[config.mk]
export PLATFORM = sky130hd
export DESIGN_NAME = viterbi_ctrl_p_flat
export DESIGN_NICKNAME = d
export VERILOG_FILES = /design/src/rtl/viterbi_pkg.sv /design/src/rtl/viterbi_ctrl_p_if.sv /design/src/rtl/viterbi_cnt.sv /design/src/rtl/viterbi_ctrl_p.sv /design/src/flat_wrapper.sv
export SDC_FILE = /design/constraint.sdc
export NUM_CORES = 1
export LEC_CHECK = 0
export BUFFER_PORTS_ARGS = -buffer_cell sky130_fd_sc_hd__buf_4
export CORE_MARGIN = 2
export CORE_UTILIZATION = 30
export CTS_CLUSTER_DIAMETER = 30
export DETAILED_ROUTE_END_ITERATION = 8
export PLACE_DENSITY = 0.58
export SETUP_SLACK_MARGIN = 0.02
export SLEW_MARGIN = 5
export SYNTH_ARGS = -nofsm -noshare
export SYNTH_HDL_FRONTEND = slang
export SYNTH_SLANG_ARGS = --single-unit
[constraint.sdc]
create_clock -name clk -period 1.7 [get_ports clk]
set_clock_uncertainty 0.1 [all_clocks]
set_input_delay 0.17 -clock clk [delete_from_list [all_inputs] [get_ports clk]]
set_output_delay 0.17 -clock clk [all_outputs]
set_load 0.02 [all_outputs]
[src/rtl/viterbi_pkg.sv]
// Shared types and defaults for the Viterbi sequencing controller.
package viterbi_pkg;

  localparam int unsigned DEF_FRAME_LEN = 12;
  localparam int unsigned DEF_TB_DEPTH  = 12;

  typedef enum logic [2:0] {
    ST_IDLE = 3'd0,
    ST_BRCH = 3'd1,
    ST_ACS  = 3'd2,
    ST_RUN  = 3'd3,
    ST_TBCK = 3'd4,
    ST_DONE = 3'd5
  } state_e;

  typedef struct packed {
    logic brch;
    logic add;
    logic mem;
    logic tbck;
  } stage_en_t;

  function automatic stage_en_t stage_en(state_e s);
    stage_en_t e;
    e = '0;
    case (s)
      ST_BRCH: e.brch = 1'b1;
      ST_ACS:  begin e.brch = 1'b1; e.add = 1'b1; end
      ST_RUN:  begin e.brch = 1'b1; e.add = 1'b1; e.mem = 1'b1; end
      ST_TBCK: begin e.mem = 1'b1; e.tbck = 1'b1; end
      default: e = '0;
    endcase
    return e;
  endfunction

endpackage

[src/rtl/viterbi_ctrl_p_if.sv]
// Control/status bundle between the datapath sequencer and its driver.
interface viterbi_ctrl_p_if #(
  parameter int unsigned CNT_W = 8
);
  logic             en;
  logic             start;
  logic             abort;
  logic             en_brch;
  logic             en_add;
  logic             en_mem;
  logic             en_tbck;
  logic [CNT_W-1:0] tb_step;
  logic             busy;
  logic             done;

  modport master (
    output en, start, abort,
    input  en_brch, en_add, en_mem, en_tbck, tb_step, busy, done
  );

  modport slave (
    input  en, start, abort,
    output en_brch, en_add, en_mem, en_tbck, tb_step, busy, done
  );
endinterface

[src/rtl/viterbi_cnt.sv]
// Up-counter with advance qualifier, synchronous clear and terminal-count flag.
module viterbi_cnt #(
  parameter int unsigned W    = 8,
  parameter int unsigned LAST = 0
) (
  input  logic         clk,
  input  logic         rst,
  input  logic         en_i,
  input  logic         clr_i,
  input  logic         inc_i,
  output logic [W-1:0] cnt_o,
  output logic         tc_o
);

  logic [W-1:0] cnt_q;

  always_ff @(posedge clk or posedge rst) begin
    if (rst) begin
      cnt_q <= '0;
    end else if (en_i) begin
      if (clr_i) begin
        cnt_q <= '0;
      end else if (inc_i) begin
        cnt_q <= cnt_q + W'(1);
      end
    end
  end

  assign cnt_o = cnt_q;
  assign tc_o  = (cnt_q == W'(LAST));

endmodule

[src/rtl/viterbi_ctrl_p.sv]
// Viterbi datapath sequencer: BRCH -> ACS -> RUN (frame) -> TBCK (traceback) -> DONE.
module viterbi_ctrl_p
  import viterbi_pkg::*;
#(
  parameter int unsigned FRAME_LEN = DEF_FRAME_LEN,
  parameter int unsigned TB_DEPTH  = DEF_TB_DEPTH,
  parameter int unsigned CNT_W     = 8,
  parameter bit          CONT_MODE = 1'b0
) (
  input  logic                   clk,
  input  logic                   rst,
  viterbi_ctrl_p_if.slave        bus
);

  state_e           state_q, state_d;
  logic [CNT_W-1:0] sym_cnt, tb_cnt, tb_step_d, tb_step_q;
  logic             sym_tc, tb_tc;
  logic             sym_clr, sym_inc, tb_clr, tb_inc;
  stage_en_t        stg_q;
  logic             busy_q, done_q;
  logic             unused_sym_cnt;

  // Counters stop at their terminal value so they cannot wrap.
  assign sym_clr = bus.abort || (state_q == ST_ACS);
  assign sym_inc = (state_q == ST_RUN) && !sym_tc;
  assign tb_clr  = bus.abort || (state_q == ST_RUN);
  assign tb_inc  = (state_q == ST_TBCK) && !tb_tc;

  viterbi_cnt #(
    .W    (CNT_W),
    .LAST (FRAME_LEN - 1)
  ) u_sym_cnt (
    .clk   (clk),
    .rst   (rst),
    .en_i  (bus.en),
    .clr_i (sym_clr),
    .inc_i (sym_inc),
    .cnt_o (sym_cnt),
    .tc_o  (sym_tc)
  );

  viterbi_cnt #(
    .W    (CNT_W),
    .LAST (TB_DEPTH - 1)
  ) u_tb_cnt (
    .clk   (clk),
    .rst   (rst),
    .en_i  (bus.en),
    .clr_i (tb_clr),
    .inc_i (tb_inc),
    .cnt_o (tb_cnt),
    .tc_o  (tb_tc)
  );

  assign unused_sym_cnt = ^sym_cnt;

  always_comb begin
    state_d = state_q;
    if (bus.abort) begin
      state_d = ST_IDLE;
    end else begin
      case (state_q)
        ST_IDLE: state_d = bus.start ? ST_BRCH : ST_IDLE;
        ST_BRCH: state_d = ST_ACS;
        ST_ACS:  state_d = ST_RUN;
        ST_RUN:  state_d = sym_tc ? ST_TBCK : ST_RUN;
        ST_TBCK: state_d = tb_tc ? ST_DONE : ST_TBCK;
        ST_DONE: state_d = (CONT_MODE && bus.start) ? ST_BRCH : ST_IDLE;
        default: state_d = ST_IDLE;
      endcase
    end
  end

  // Outputs are registered from the next state so they track state_q exactly.
  always_comb begin
    tb_step_d = '0;
    if ((state_d == ST_TBCK) && (state_q == ST_TBCK)) begin
      tb_step_d = tb_cnt + CNT_W'(1);
    end
  end

  always_ff @(posedge clk or posedge rst) begin
    if (rst) begin
      state_q   <= ST_IDLE;
      stg_q     <= '0;
      busy_q    <= 1'b0;
      done_q    <= 1'b0;
      tb_step_q <= '0;
    end else if (bus.en) begin
      state_q   <= state_d;
      stg_q     <= stage_en(state_d);
      busy_q    <= (state_d != ST_IDLE);
      done_q    <= (state_d == ST_DONE);
      tb_step_q <= tb_step_d;
    end
  end

  assign bus.en_brch = stg_q.brch;
  assign bus.en_add  = stg_q.add;
  assign bus.en_mem  = stg_q.mem;
  assign bus.en_tbck = stg_q.tbck;
  assign bus.busy    = busy_q;
  assign bus.done    = done_q;
  assign bus.tb_step = tb_step_q;

endmodule
[src/flat_wrapper.sv]
// flat-port wrapper written by rule: the top's interface ports become plain ports
module viterbi_ctrl_p_flat import viterbi_pkg::*;
#(
  parameter int unsigned FRAME_LEN = DEF_FRAME_LEN,
  parameter int unsigned TB_DEPTH  = DEF_TB_DEPTH,
  parameter int unsigned CNT_W     = 8,
  parameter bit          CONT_MODE = 1'b0
)
  (clk, rst, bus_en, bus_start, bus_abort, bus_en_brch, bus_en_add, bus_en_mem, bus_en_tbck, bus_tb_step, bus_busy, bus_done);
  viterbi_ctrl_p_if #(.CNT_W(CNT_W)) bus_i ();
  input  logic clk;
  input  logic rst;
  input wire logic [$bits(bus_i.en)-1:0] bus_en;
  input wire logic [$bits(bus_i.start)-1:0] bus_start;
  input wire logic [$bits(bus_i.abort)-1:0] bus_abort;
  output wire logic [$bits(bus_i.en_brch)-1:0] bus_en_brch;
  output wire logic [$bits(bus_i.en_add)-1:0] bus_en_add;
  output wire logic [$bits(bus_i.en_mem)-1:0] bus_en_mem;
  output wire logic [$bits(bus_i.en_tbck)-1:0] bus_en_tbck;
  output wire logic [$bits(bus_i.tb_step)-1:0] bus_tb_step;
  output wire logic [$bits(bus_i.busy)-1:0] bus_busy;
  output wire logic [$bits(bus_i.done)-1:0] bus_done;
  assign bus_i.en = bus_en;
  assign bus_i.start = bus_start;
  assign bus_i.abort = bus_abort;
  assign bus_en_brch = bus_i.en_brch;
  assign bus_en_add = bus_i.en_add;
  assign bus_en_mem = bus_i.en_mem;
  assign bus_en_tbck = bus_i.en_tbck;
  assign bus_tb_step = bus_i.tb_step;
  assign bus_busy = bus_i.busy;
  assign bus_done = bus_i.done;
  viterbi_ctrl_p #(.FRAME_LEN(FRAME_LEN), .TB_DEPTH(TB_DEPTH), .CNT_W(CNT_W), .CONT_MODE(CONT_MODE)) u_core (.clk(clk), .rst(rst), .bus(bus_i));
endmodule
==> results of run 1 <==
[repair_timing]
action                                  CTS  global route
hold endpoints to repair                 33             0
endpoints found under the setup margin   26            31
pin swaps                                 7             7
gates resized for setup                  12             6
buffers inserted                          2             5
hold buffers                              1             0
[stage by stage]
step,cell area (um2),hold slack [ns],TNS (ns),std cells
after global routing,2360,0.115,-2.97,296
after CTS,2300,0.0890,-1.40,291
after floorplan,1690,0.199,-1.06,162
after global placement,2140,0.203,-1.02,280
after detailed placement,2140,0.204,-1.42,280
final,2360,0.0994,-1.16,296
[area by class of cell]
| type | instances | area (um2) | share of cell area (%) |
|---|---|---|---|
| well taps | 72 | 90.1 | 3.82 |
| clock buffers | 8 | 80.1 | 3.40 |
| inverters | 12 | 45.0 | 1.91 |
| multi-input cells | 111 | 853 | 36.2 |
| repair buffers | 60 | 460 | 19.5 |
| flip-flops and latches | 33 | 827 | 35.1 |
[worst reg2reg max path, stage by stage (launching register included)]
cell	delay, ns
dfrtp_1	0.35
ha_2	0.18
or4b_4	0.48
o2111a_2	0.31
o21ai_2	0.07
a21bo_1	0.21
[flip-flops by register name, indices dropped and copies added, names as in the netlist]
register,count
u_core.bus.busy,1
u_core.bus.done,1
u_core.bus.en_add,1
u_core.bus.en_brch,1
u_core.bus.en_mem,1
u_core.bus.en_tbck,1
u_core.bus.tb_step,8
u_core.state_q,3
u_core.u_sym_cnt.cnt_o,8
u_core.u_tb_cnt.cnt_o,8
[kinds of logic (layout without fill, tap and decap cells)]
logic type / Yosys count / after routing
AOI/OAI and AO/OA: 42 / 42
and+or+nand+nor: 54 / 54
DFF: 33 / 33
xor gates and xnor gates: 10 / 10
buffers and inverters: 18 / 80
adders and majority gates: 2 / 2
muxes: 3 / 3
[worst min-delay path by stage]
stage,startpoint,to,slack (ns),cells after the start
after global placement,rst,u_core.u_sym_cnt.cnt_o[1]$_DFFE_PP0P_,0.20,3
after detailed placement,rst,u_core.u_sym_cnt.cnt_o[1]$_DFFE_PP0P_,0.20,3
after global routing,bus_en,u_core.u_sym_cnt.cnt_o[2]$_DFFE_PP0P_,0.11,2
final,bus_en,u_core.u_sym_cnt.cnt_o[2]$_DFFE_PP0P_,0.1,2
after floorplan,rst,u_core.bus.busy$_DFFE_PP0P_,0.20,1
after CTS,bus_en,u_core.u_sym_cnt.cnt_o[2]$_DFFE_PP0P_,0.09,2
[layer usage]
| layer | vias up | track usage (%) |
|---|---|---|
| li1 | 717 | - |
| met1 | 676 | 18.6 |
| met4 | 0 | 4.14 |
| met5 | - | 0 |
| met2 | 15 | 20.7 |
| met3 | 5 | 3.75 |
[synth_stat cells, types with 2 or more instances]
cell | n | area [um2]
o2111ai_1 | 3 | 26.3
dfrtp_1 | 33 | 826
ha_1 | 2 | 25.0
a22o_2 | 2 | 20.0
and4_1 | 2 | 17.5
nand3_1 | 6 | 30.0
nor2_1 | 17 | 63.8
a31oi_1 | 2 | 12.5
a211oi_1 | 3 | 22.5
a21oi_1 | 3 | 15.0
nand2_1 | 7 | 26.3
nor3_1 | 4 | 20.0
o21ai_0 | 3 | 15.0
mux2_2 | 2 | 22.5
nand3b_1 | 2 | 15.0
xnor2_1 | 5 | 43.8
nand4_1 | 2 | 12.5
a2111oi_0 | 2 | 17.5
and3_1 | 2 | 12.5
inv_1 | 11 | 41.3
buf_2 | 5 | 25.0
o22ai_1 | 2 | 12.5
o221ai_1 | 2 | 17.5
o2bb2ai_1 | 11 | 96.3
xor2_1 | 5 | 43.8
[power by group]
part	internal, mW	switching, mW	total [mW]
sequential	0.820	0.0233	0.843
clock	0.291	0.266	0.556
combinational	0.143	0.158	0.302
==> results.txt, run 1 <==
worst r2r path cells: 5
Worst EP required: 1.77 ns
die area: 0.00625 mm2
Placer Congestion: 0.763
ys async rst share: 100%
R2R Path End: u_core.u_tb_cnt.cnt_o[7]$_DFFE_PP0P_
Syn Nets: 169
final layout net count: 230
Worst Hold Class: in2reg
Clock Tree Buf Depth: 2
Final setup viols: 22
largest family of logic cells by synthesized area: compound AO/OA/AOI/OAI gates
mapped cell area: 0.00169 mm2
Final Hold Viols: 0
reg2reg start: u_core.u_tb_cnt.cnt_o[1]$_DFFE_PP0P_
cts bufs inserted: 5
area share of fa/ha/maj cells after synthesis: 1.48%
number of synthesized register bits: 33
Met2 Wirelength: 1700 um
dpl hpwl: 2650 um
Final Cycle Share: 107%
post-synthesis compound-gate area fraction: 19.7%
initial antenna violation count: 0
antenna-violating nets left: 0
CP startpoint: u_core.u_tb_cnt.cnt_o[1]$_DFFE_PP0P_
layout cell share with drive strength beyond 1: 39.7%
Avg Synthesized Cell Area: 10.4 um2
Worst Slack Setup Final: -0.115 ns
most frequent cells in the layout: 57 x buf_4, 32 x dfrtp_1, 15 x nor2_1
top layer in use: met4
Worst-Margin Slew: 0.419 ns
CTS Root Cell: clkbuf_8
Filler cells: 535
Rows: 27
max-slew violation count: 0
unrepaired setup endpoints after global routing: yes
max-cap violation count: 0
multiplexer area fraction after synthesis: 1.93%
DRT iter0 DRCs: 63
GRT Overall Usage: 13.5%
Crit. path cell count: 5
Die W: 79.0 um
Pleak: 1.07 nW
area grow syn2layout: 39.5%
min Tclk post-route: 1.82 ns
Post-Synth XOR/XNOR Area: 5.19%
Synth Warn #: 0
Crit path max-delay family: compound AO/OA/AOI/OAI gates
critical path capture point type: flip-flop
starting density of the core: 30.9%
total global routing overflow: 0
Util after Layout: 43.0%
Post-Synth Simple-Gate Area: 18.4%
Buf/Inv on CP: 0
cell count after synthesis: 162
critical path arrival: 1.88 ns
largest net degree at the start of global routing: 34
detailed-route via count: 1413
DRC violations left: 0
dpl ws: -0.113 ns
failing checks: negative setup slack
Placeable Area: 0.00547 mm2
Peak supply drop: 0.429 mV
commonest non-fill, non-tap cell in the layout: buf_4
IO Pins: 19
H-tree levels: 2
slowest CP cell: or4b_4
met3 wire len: 121 um
first-pass detailed-route iteration total: 4
Seq/Total Area, Yosys: 48.9%
vias in the first global route: 1408
die height: 79.0 um
vias per inst: 4.77
total power: 1.70 mW
synth unique cells: 49
crit-path cells: ha_2 -> or4b_4 -> o2111a_2 -> o21ai_2 -> a21bo_1
critical path class: reg2reg
WL met1: 1910 um
Post-synth EDFFs: 0
Ant. Diodes: 0
DR WL/cell: 12.8 um
Max-slew headroom: 72.0%
clock latency on the worst-skew pair: 0.28 ns
overall routed net length: 3780 um
status: finished with violations
PortBufs: 18
Max Fanout on Critical Path: 4
Primary FF master, synth: dfrtp_1
critical path's largest stage delay: 0.48 ns
fmax: 0.551 GHz
PD cells: 722 mW/mm2
Sinks on Clock Net: 33
CP startpoint kind: flip-flop
first-pass GRT wire length: 6690 um
crit path to: u_core.u_tb_cnt.cnt_o[7]$_DFFE_PP0P_
CTS tree: done
Worst-path clk slew: 0.06 ns
Reg2Reg Setup Slack: -0.12 ns
(Power assumes the default switching activity.)
==> inputs of run 2 (changes only) <==
--- a/config.mk
+++ b/config.mk
@@ -10,7 +10,7 @@
 export CORE_UTILIZATION = 30
 export CTS_CLUSTER_DIAMETER = 30
 export DETAILED_ROUTE_END_ITERATION = 8
-export PLACE_DENSITY = 0.58
+export PLACE_DENSITY = 0.47
 export SETUP_SLACK_MARGIN = 0.02
 export SLEW_MARGIN = 5
 export SYNTH_ARGS = -nofsm -noshare
==> run 2 against run 1 <==
The run still ends with negative setup slack left. Maximum frequency decreased by 1.3%. First-iteration DRC count fell by 32%. Worst setup slack worse by 0.024 ns. Worst hold slack lost 0.031 ns. Die area unchanged. Via count is 3.0% higher. Sequential cell count unchanged. Clock-buffer cell count fell by 1. Sequential share of layout area shrank 0.85 points.
==> results.txt, run 2 (synthesis gave the netlist of run 1 again) <==
status: finished with violations
failing checks: negative setup slack
most frequent cells in the layout: 53 x buf_4, 33 x dfrtp_1, 16 x nor2_1
Final setup viols: 20
Worst-path clk slew: 0.07 ns
layout cell share with drive strength beyond 1: 41.4%
unrepaired setup endpoints after global routing: yes
CP startpoint kind: flip-flop
Placer Congestion: 0.840
cts bufs inserted: 5
Util after Layout: 44.1%
H-tree levels: 2
final layout net count: 226
max-slew violation count: 0
slowest CP cell: or4b_4
worst r2r path cells: 5
Peak supply drop: 0.396 mV
Worst Slack Setup Final: -0.139 ns
die height: 79.0 um
Hold Path Sink: u_core.u_sym_cnt.cnt_o[2]$_DFFE_PP0P_
Placeable Area: 0.00547 mm2
switching part of the total: 24.9%
DRC violations left: 0
vias in the first global route: 1450
max-cap violation count: 0
Comb pwr share: 15.9%
Clock Tree Buf Depth: 2
R2R Path End: u_core.u_tb_cnt.cnt_o[7]$_DFFE_PP0P_
DR WL/cell: 14.4 um
area grow syn2layout: 42.7%
min Tclk post-route: 1.84 ns
CTS Root Cell: clkbuf_8
vias per inst: 4.99
Worst EP required: 1.77 ns
CTS tree: done
Reg power frac: 44.1%
fmax: 0.544 GHz
Power Internal: 1.43 mW
first-pass detailed-route iteration total: 4
overall routed net length: 4200 um
Finished Cell Area: 0.00241 mm2
PortBufs: 18
antenna-violating nets left: 0
initial antenna violation count: 0
Switching Power: 0.476 mW
largest net degree at the start of global routing: 34
hold depth: 2
GRT Overall Usage: 14.1%
critical path's largest stage delay: 0.50 ns
Reg2Reg Setup Slack: -0.14 ns
Clk network pwr share: 40.1%
Worst Hold Class: in2reg
Final Cycle Share: 108%
die area: 0.00625 mm2
DRT iter0 DRCs: 43
Worst-Margin Slew: 0.427 ns
reg2reg start: u_core.u_tb_cnt.cnt_o[1]$_DFFE_PP0P_
Pleak: 1.06 nW
Placed Area: 0.00214 mm2
Die W: 79.0 um
crit-path cells: ha_2 -> or4b_4 -> o2111a_2 -> o21ai_2 -> a21bo_1
total global routing overflow: 0
Ant. Diodes: 0
critical path arrival: 1.91 ns
Max Fanout on Critical Path: 5
starting density of the core: 30.9%
clock latency on the worst-skew pair: 0.28 ns
Sinks on Clock Net: 33
IO Pins: 19
Worst Min Path Start: bus_en
PD cells: 791 mW/mm2
first-pass GRT wire length: 6800 um
critical path class: reg2reg
commonest non-fill, non-tap cell in the layout: buf_4
dpl hpwl: 2900 um
critical path capture point type: flip-flop
Max-slew headroom: 71.5%
Rows: 27
Final Hold Viols: 0
detailed-route via count: 1456
run 2: cell count changes in the layout (fill, tap and decap cells not counted), sizes merged:
cell    delta
buf        -4
bufinv     +1
clkbuf     -1
run 2: what timing repair did:
item                                    in CTS  in global routing
pin swaps                                    3                 10
endpoints found under the hold margin       33                  0
setup buffers                                1                  2
endpoints found under the setup margin      25                 29
gates cloned                                 0                  1
resized for setup                            7                 19
hold buffers                                 1                  0
run 2: worst max-delay path by stage:
stage / start / endpoint / slack [ns] / cells past startpoint
after floorplan: u_core.u_tb_cnt.cnt_o[0]$_DFFE_PP0P_ / u_core.u_tb_cnt.cnt_o[0]$_DFFE_PP0P_ / -0.12 / 4
after global placement: u_core.u_tb_cnt.cnt_o[1]$_DFFE_PP0P_ / u_core.u_tb_cnt.cnt_o[7]$_DFFE_PP0P_ / -0.07 / 5
after detailed placement: u_core.u_tb_cnt.cnt_o[1]$_DFFE_PP0P_ / u_core.u_tb_cnt.cnt_o[7]$_DFFE_PP0P_ / -0.13 / 5
after CTS: u_core.u_tb_cnt.cnt_o[1]$_DFFE_PP0P_ / u_core.u_tb_cnt.cnt_o[7]$_DFFE_PP0P_ / -0.13 / 5
after global routing: u_core.u_tb_cnt.cnt_o[1]$_DFFE_PP0P_ / u_core.u_tb_cnt.cnt_o[7]$_DFFE_PP0P_ / -0.19 / 5
final: u_core.u_tb_cnt.cnt_o[1]$_DFFE_PP0P_ / u_core.u_tb_cnt.cnt_o[7]$_DFFE_PP0P_ / -0.14 / 5
run 2: routing by layer:
metal / wire (um) / vias up / global-route usage (%)
met3: 164 / 4 / 3.98
li1: - / 708 / -
met5: 0 / - / 0
met2: 2060 / 32 / 23.1
met4: 48 / 0 / 4.66
met1: 1920 / 712 / 17.9
run 2: through the flow:
step / TNS [ns] / instances / power (mW) / setup WS (ns) / hold slack (ns)
2_1_floorplan: -1.06 / 162 / 1.01 / -0.120 / 0.199
3_3_place_gp: -0.608 / 279 / 1.12 / -0.0697 / 0.197
3_5_place_dp: -1.69 / 279 / 1.13 / -0.132 / 0.206
4_1_cts: -1.86 / 289 / 1.91 / -0.131 / 0.0687
5_1_grt: -3.14 / 292 / 2.00 / -0.191 / 0.0799
6_report: -1.78 / 292 / 1.91 / -0.139 / 0.0684
run 2: worst max-delay path: cells and delay by family, from the launching register on:
kind	cells	cell delay [ns]
and+or+nand+nor	1	0.50
adders and majority gates	1	0.18
DFF	1	0.36
AOI/OAI and AO/OA	3	0.60
run 2: power groups by stage:
stage | Clock, mW | Combinational [mW] | Sequential (mW)
final | 0.764 | 0.303 | 0.840
after global routing | 0.830 | 0.332 | 0.843
after CTS | 0.790 | 0.280 | 0.840
after detailed placement | 0 | 0.273 | 0.855
after global placement | 0 | 0.271 | 0.853
after floorplan | 0 | 0.137 | 0.875
run 2: area by class of cell:
type                       count  area [um2]
fill                         545        3060
multi-input combinational    111         903
sequential                    33         826
timing repair buffer          56         430
tap                           72        90.1
clock buffer                   7        86.3
inverter                      12        45.0
clock inverter                 1        30.0
